$ cat src/rtl/colour_seq_lock_pkg.sv
// Shared definitions for the colour-sequence lock: FSM state encoding,
// a width helper that never returns zero, and the default colour indices.
package colour_seq_pkg;

  typedef enum logic [1:0] {
    IDLE  = 2'd0,
    ARMED = 2'd1,
    MATCH = 2'd2,
    LOCK  = 2'd3
  } state_t;

  localparam int RED   = 0;
  localparam int GREEN = 1;
  localparam int BLUE  = 2;

  // $clog2 clamped to at least one bit so degenerate counts still get a wire
  function automatic int safe_clog2(input int n);
    int w;
    w = $clog2(n);
    return (w < 1) ? 1 : w;
  endfunction

endpackage

$ cat src/rtl/colour_seq_lock_onehot_idx.sv
// One-hot colour vector to binary index. valid is high only when exactly one
// button is pressed; idx is meaningless otherwise.
module onehot_idx #(
  parameter int NCOL = 3,
  parameter int CW   = 2
) (
  input  logic [NCOL-1:0] col,
  output logic [CW-1:0]   idx,
  output logic            valid
);

  // OR together the indices of all set bits; exact for a one-hot input
  always_comb begin
    idx = '0;
    for (int i = 0; i < NCOL; i++) begin
      if (col[i]) idx = idx | CW'(i);
    end
    valid = $onehot(col);
  end

endmodule

$ cat src/rtl/colour_seq_lock.sv
// Runtime-programmable colour-sequence lock with wrong-attempt lockout.
// A start request captures the pattern, then LEN advance strobes must each
// present the expected colour one-hot. MAX_ERR consecutive failures lock the
// unit out for LOCK_CYC cycles. Outputs are pure functions of the state.
// Optional: define COLOUR_SEQ_TIMEOUT_EN to fail an attempt after
// TIMEOUT_CYC quiet cycles without an advance strobe.
module colour_seq_lock
  import colour_seq_pkg::*;
#(
  parameter int NCOL        = 3,
  parameter int LEN         = 4,
  parameter int MAX_ERR     = 3,
  parameter int LOCK_CYC    = 16,
  parameter int TIMEOUT_CYC = 64,
  localparam int CW         = safe_clog2(NCOL),
  localparam int IW         = $clog2(LEN + 1)
) (
  input  logic                clk,
  input  logic                rst,
  input  logic                s,
  input  logic [NCOL-1:0]     col,
  input  logic                a,
  input  logic [LEN*CW-1:0]   pat,
  output logic                u,
  output logic                busy,
  output logic                locked,
  output logic [IW-1:0]       idx
);

  localparam int EW = $clog2(MAX_ERR + 1);
  localparam int LW = safe_clog2(LOCK_CYC);

  state_t              state_q, state_d;
  logic [IW-1:0]       idx_q, idx_d;
  logic [EW-1:0]       err_q, err_d;
  logic [LW-1:0]       lock_q, lock_d;
  logic [LEN*CW-1:0]   pat_q, pat_d;

`ifdef COLOUR_SEQ_TIMEOUT_EN
  localparam int TW = safe_clog2(TIMEOUT_CYC);
  logic [TW-1:0]       tmo_q, tmo_d;
`endif

  logic [CW-1:0]       col_idx;
  logic                col_vld;
  logic [CW-1:0]       exp_sym;
  logic                press_ok;
  logic                fail;

  onehot_idx #(
    .NCOL (NCOL),
    .CW   (CW)
  ) u_col_dec (
    .col   (col),
    .idx   (col_idx),
    .valid (col_vld)
  );

  // Select the captured symbol the next press must match
  always_comb begin
    exp_sym = '0;
    for (int i = 0; i < LEN; i++) begin
      if (idx_q == IW'(i)) exp_sym = pat_q[i*CW +: CW];
    end
    press_ok = col_vld && (col_idx == exp_sym);
  end

  // Next-state logic: attempt progress, failure accounting and lockout timing
  always_comb begin
    state_d = state_q;
    idx_d   = idx_q;
    err_d   = err_q;
    lock_d  = lock_q;
    pat_d   = pat_q;
    fail    = 1'b0;
`ifdef COLOUR_SEQ_TIMEOUT_EN
    tmo_d   = tmo_q;
`endif
    unique case (state_q)
      IDLE: begin
        if (s) begin
          state_d = ARMED;
          idx_d   = '0;
          pat_d   = pat;
`ifdef COLOUR_SEQ_TIMEOUT_EN
          tmo_d   = '0;
`endif
        end
      end
      ARMED: begin
        if (a) begin
          if (press_ok) begin
`ifdef COLOUR_SEQ_TIMEOUT_EN
            tmo_d = '0;
`endif
            if (idx_q == IW'(LEN - 1)) begin
              state_d = MATCH;
              idx_d   = IW'(LEN);
            end else begin
              idx_d = idx_q + IW'(1);
            end
          end else begin
            fail = 1'b1;
          end
        end
`ifdef COLOUR_SEQ_TIMEOUT_EN
        else if (tmo_q == TW'(TIMEOUT_CYC - 1)) begin
          fail = 1'b1;
        end else begin
          tmo_d = tmo_q + TW'(1);
        end
`endif
        // A failure restarts the attempt; the last allowed one trips lockout
        if (fail) begin
          idx_d = '0;
          if (err_q + EW'(1) == EW'(MAX_ERR)) begin
            state_d = LOCK;
            lock_d  = LW'(LOCK_CYC - 1);
            err_d   = '0;
          end else begin
            state_d = IDLE;
            err_d   = err_q + EW'(1);
          end
        end
      end
      MATCH: begin
        state_d = IDLE;
        err_d   = '0;
        idx_d   = '0;
      end
      LOCK: begin
        if (lock_q == '0) begin
          state_d = IDLE;
        end else begin
          lock_d = lock_q - LW'(1);
        end
      end
      default: state_d = IDLE;
    endcase
  end

  // State and counter registers; reset overrides every other input
  always_ff @(posedge clk) begin
    if (rst) begin
      state_q <= IDLE;
      idx_q   <= '0;
      err_q   <= '0;
      lock_q  <= '0;
      pat_q   <= '0;
`ifdef COLOUR_SEQ_TIMEOUT_EN
      tmo_q   <= '0;
`endif
    end else begin
      state_q <= state_d;
      idx_q   <= idx_d;
      err_q   <= err_d;
      lock_q  <= lock_d;
      pat_q   <= pat_d;
`ifdef COLOUR_SEQ_TIMEOUT_EN
      tmo_q   <= tmo_d;
`endif
    end
  end

  assign u      = (state_q == MATCH);
  assign busy   = (state_q == ARMED);
  assign locked = (state_q == LOCK);
  assign idx    = idx_q;

endmodule
$ cat config.mk
export PLATFORM = sky130hd
export DESIGN_NAME = colour_seq_lock
export DESIGN_NICKNAME = d
export VERILOG_FILES = /design/src/rtl/colour_seq_lock_pkg.sv /design/src/rtl/colour_seq_lock_onehot_idx.sv /design/src/rtl/colour_seq_lock.sv
export SDC_FILE = /design/constraint.sdc
export NUM_CORES = 1
export LEC_CHECK = 0
export ABC_AREA = 1
export CORE_MARGIN = 3
export CORE_UTILIZATION = 45
export CTS_CLUSTER_SIZE = 16
export DETAILED_ROUTE_END_ITERATION = 12
export GPL_ROUTABILITY_DRIVEN = 0
export PLACE_DENSITY = 0.74
export SLEW_MARGIN = 20
export SYNTH_ARGS = -nofsm -noshare
export SYNTH_HDL_FRONTEND = slang
export SYNTH_SLANG_ARGS = --single-unit
$ cat constraint.sdc
create_clock -name clk -period 2.8 [get_ports clk]
set_clock_uncertainty 0.15 [all_clocks]
set_input_delay 0.42 -clock clk [delete_from_list [all_inputs] [get_ports clk]]
set_output_delay 0.42 -clock clk [all_outputs]
set_load 0.02 [all_outputs]
# Yosys cells after proc, flatten, opt, wreduce, memory -nomap -nowiden
# Index checks and enable logic that the tools add are counted.
# word_totals
regBits	19
input_bits	15
output_inout_bits	6
elab_cells	69
# classes
addsub	5
eq_ne	17
muxes	30
n_reduce_logical	12
# ops
cell	count
$mux 2	14
$mux 3	5
$mux 4	3
$pmux 3 s3	1
$pmux 2 s4	1
$pmux 4 s2	1
$reduce_and 4->1	2
$eq 2x2->1 const B	3
$eq 3x2->1 const B	2
$ne 2x1->1 const B	3
$ne 3x1->1 const B	2
$reduce_and 5->1	1
$eq 2x1->1 const B	2
$logic_not 4->1	1
$mux 1	4
$ne 2x2->1 const B	2
$pmux 2 s2	1
$reduce_and 2->1	2
$reduce_bool 2->1	2
$sub 4x1->4 const B	1
$add 3x1->3 const B	1
$eq 3x1->1 const B	1
$logic_not 3->1	1
$ne 3x2->1 const B	1
7 further kinds	7

# Depth between registers and ports, before layout
# logic_depth
ltp_word	12
depth_mapped	15
ltp_nobuf	15

# By module
# From an unflattened synthesis, not the netlist that was laid out.
# hier_totals
cells_unflattened	175
hier_area_um2	1164.9
# modules_own_cells
mod	n_inst	cells_each	area_per_inst_um2	seq_area_each_um2
colour_seq_lock	1	170	1119.8	380.4
onehot_idx	1	5	45.0	0.0

# Least setup slack after synthesis
# Ideal clock, no wire load.
# synth_path
path_type	flip-flop to flip-flop
from	reg idx_q[0] (netlist: idx[0])
to	reg lock_q[0]
setup_time_ns	0.115
arrival_time_ns	1.749
t_required_ns	2.535
setup_slack_ns	0.786
stages_incl_launch_ff	15
n_path_buf	0
synth_period_minus_slack_ns	2.014
path_cell_list	dfxtp_1 inv_1 ha_1 nand2_4 nand2_1 inv_1 nand2_1 nand2_2 nand2_1 nand2_1 nand3_2 o21bai_4 nand2_4 a21oi_1 nor2_1
# synth_between
elab_chain_len	12
elab_cells_between_ends	15
classes_between	eq/ne (5); mux (7); reduce/logical (3)
# synth_rtl
element	line_no	text
start: declaration	colour_seq_lock.sv:34	logic [IW-1:0] idx_q, idx_d;
start signal: assignment	colour_seq_lock.sv:155	idx_q <= idx_d;
$logic_not 3->1	colour_seq_lock.sv:63	if (idx_q == IW'(i)) exp_sym = pat_q[i*CW +: CW];
$mux 2 (3 in series)	colour_seq_lock.sv:63	
$mux 2 *	colour_seq_lock.sv:63	
$eq 2x2->1 *	colour_seq_lock.sv:65	press_ok = col_vld && (col_idx == exp_sym);
$logic_and 1x1->1 *	colour_seq_lock.sv:65	
$mux 1 *	colour_seq_lock.sv:92	if (press_ok) begin
$mux 1 *	colour_seq_lock.sv:91	if (a) begin
$mux 1 *	colour_seq_lock.sv:79	unique case (state_q)
$ne 2x1->1 (no line) *	-	
$reduce_and 4->1 (no line) *	-	
end signal: assignment	colour_seq_lock.sv:157	lock_q <= lock_d;
end: declaration	colour_seq_lock.sv:36	logic [LW-1:0] lock_q, lock_d;
# Every way passes the cells marked *; elsewhere a longest branch is shown, timed or not. The select of a mux whose other input is x is not followed.
# A chain may end at the register's enable or synchronous reset.

# Worst setup path after layout
# layout_path
from	in col[1]
to	reg lock_q[3]
# layout_between
elab_chain_len	9
elab_cells_between_ends	12
classes_between	add/sub (2); eq/ne (3); mux (5); reduce/logical (2)
# layout_rtl
element	line_no	text
start: declaration	colour_seq_lock.sv:21	input logic [NCOL-1:0] col,
$add 1x1->2 (implied by the code) / $mux 1 (equally long branches)	colour_seq_lock_onehot_idx.sv:18, colour_seq_lock_onehot_idx.sv:16	
$add 2x1->2 (implied by the code) / $mux 2 (equally long branches)	colour_seq_lock_onehot_idx.sv:18, colour_seq_lock_onehot_idx.sv:16	
$eq 2x1->1 / $eq 2x2->1 (equally long branches)	colour_seq_lock_onehot_idx.sv:18, colour_seq_lock.sv:65	
$logic_and 1x1->1 *	colour_seq_lock.sv:65	
$mux 1 *	colour_seq_lock.sv:92	
$mux 1 *	colour_seq_lock.sv:91	
$mux 1 *	colour_seq_lock.sv:79	
$ne 2x1->1 (no line) *	-	
$reduce_and 4->1 (no line) *	-	
# Marked as above.

==> out/metrics.yaml <==
drt_pre_antenna_iters: 4
ys_types: 21
ys_async_sr_fraction_pct: 0
relSlewSlack_pct: 75.0
synth_edf_count: 0
dpl_cell_area_um2: 1390
fin_area_um2: 1420
fin_nets: 219
timing.final.crit_share_pct: 78.4
worstHoldPathType: "flip-flop to flip-flop"
insertion_delay_ns: 0.30
yosysMostFrequentCell: "nor2_1"
vias: 1098
dp_slack_ns: 0.263
antenna_found_initial: 0
cp_max_fo: 7
layout-drive-gt1-share_pct: 8.67
synth_flop_cell: "dfxtp_1"
cts_tree: "yes"
crit_required_ns: 2.89
drt-vias-per-instance: 4.90
cap_violations: 0
hold_viol: 0
synth_cells: 173
synth_seq_cells: 19
overflow: 0
io_buffers: 20
cts_resized: 0
yosysSeqAreaShare_pct: 32.8
h-tree-depth: 1
worst-path-buf-inv: 2
post-route-min-period_ns: 2.19
row_count: 17
track_usage_pct: 17.1
tightest_slew_ns: 0.375
ctsRootBufferMaster: "clkbuf_4"
finalWirelength_mm: 2.56
crit_family: "adder cells"
p_per_area_nw_per_um2: 481
cts_buffers: 3
grt_max_degree: 14
numClockSinks: 19
die_y_um: 56.8
finalSetupViolCount: 0
grt_pass1_wl_mm: 4.46
hold_buffers: 0
leakagePower_nw: 0.627
slew_violations: 0
netlist_area_um2: 1160
rsz0062_at_grt: "no"
crit_path_start_kind: "input pin"
drtAntennaViolNets: 0
dr.first_iter.drc_count: 17
synth_top_area_cell: "dfxtp_1"
netlist.area_leader.share_pct: 32.8
peakVddDrop_v: 0.000283
fp.dieW_um: 56.8
diodes: 0
grt_pass1_vias: 1070
final.setup.tns_ns: 0
slowest_delay_ns: 0.53
yosys_warnings: 0
coreArea_um2: 2320
routedWlPerCell_um: 11.4
final.fill_count: 216
cp_slowest_cell: "fa_1"
cp.arrival_ns: 2.28
yosys-top-cells-area: "dfxtp_1 (33%), nor2_1 (11%), inv_1 (9.4%)"
syn_nets: 195
fmax_mhz: 456
crit_top_cell: "nand2_4"
final_core_util_pct: 61.2
synth_top_cells_by_count: "nor2_1 (34), inv_1 (29), nand2_1 (26), dfxtp_1 (19), nand3_1 (14)"
avgSynthCellArea_um2: 6.71
crit_type: "input pin to flip-flop"
initial_utilization_pct: 50.1
boundaryPins: 21
setup_ws_ns: 0.606
worstPathCellList: "clkdlybuf4s50_1 -> fa_1 -> inv_1 -> nor2_1 -> nand2_2 -> o21bai_4 -> nand2_4 -> nand2_4 -> nand2_1 -> a21oi_1"
dpl.hpwl_mm: 2.00
syn2layout_area_growth_pct: 22.2
clkTransAtPathRegs_ns: 0.12
post-cts-setup-buffers: 0
die_area_um2: 3230
clockBufferDepth: 2
run_status: "complete, no violations"
critPathCaptureType: "flip-flop"
drc: 0
worst paths after layout:
check / startpoint / slack [ns] / endpoint / cells past startpoint
worst max register to register: idx[1]$_SDFFE_PP0P_ / 0.67 / lock_q[3]$_SDFFE_PP0P_ / 14
worst min-delay path: lock_q[2]$_SDFFE_PP0P_ / 0.32 / lock_q[2]$_SDFFE_PP0P_ / 2
worst min register to register: lock_q[2]$_SDFFE_PP0P_ / 0.32 / lock_q[2]$_SDFFE_PP0P_ / 2
worst max-delay path: col[1] / 0.61 / lock_q[3]$_SDFFE_PP0P_ / 10
kinds of logic after synthesis:
| logic type | share of synthesized area, % |
|---|---|
| adders and majority gates | 8.19 |
| buffers and inverters | 10.0 |
| AOI/OAI and AO/OA | 14.5 |
| DFF | 32.8 |
| and+or+nand+nor | 34.5 |
tightest hold or removal path: stages, from the launching register on:
cell and delay (ns):
dfxtp_1 0.33, nand2_1 0.06, a21oi_1 0.05
through the flow:
stage | hold WS, ns | cells | power, mW
final | 0.317 | 224 | 0.683
after global routing | 0.328 | 224 | 0.731
after CTS | 0.317 | 224 | 0.682
after detailed placement | 0.300 | 220 | 0.543
after global placement | 0.299 | 220 | 0.534
after floorplan | 0.283 | 173 | 0.472
routing by layer:
metal | routed length (µm) | global-route usage, % | up-vias
met5 | 0 | 0 | -
met1 | 1270 | 21.7 | 486
met3 | 109 | 3.45 | 4
met4 | 34 | 6.29 | 0
li1 | - | - | 590
met2 | 1140 | 28.4 | 18
registers in the layout (all words and copies together) (netlist names):
name and flops:
idx 3, lock_q 4, pat_q 8, state_q 2, err_q 2
final cells by class:
type | instances | area (µm²) | share of cell area [%]
inverters | 30 | 113 | 7.94
well taps | 28 | 35.0 | 2.47
flip-flops and latches | 19 | 380 | 26.8
repair buffers | 20 | 200 | 14.1
multi-input cells | 123 | 664 | 46.8
clock buffers | 4 | 26.3 | 1.85
power breakdown:
group | internal (mW) | switching, mW
combinational | 0.0875 | 0.129
clock | 0.0555 | 0.0910
sequential | 0.299 | 0.0208
total | 0.442 | 0.241
cells in the final DEF (no fill, tap or decap), drive strengths merged:
cell	instances
o211ai	1
nand4	3
or2	2
dfxtp	19
nand2	32
inv	30
o21ai	16
clkbuf	4
a21oi	11
clkdlybuf4s50	20
fa	1
ha	6
nand3	15
o21bai	1
nor2	35
Power figures use the tool's default switching activity.
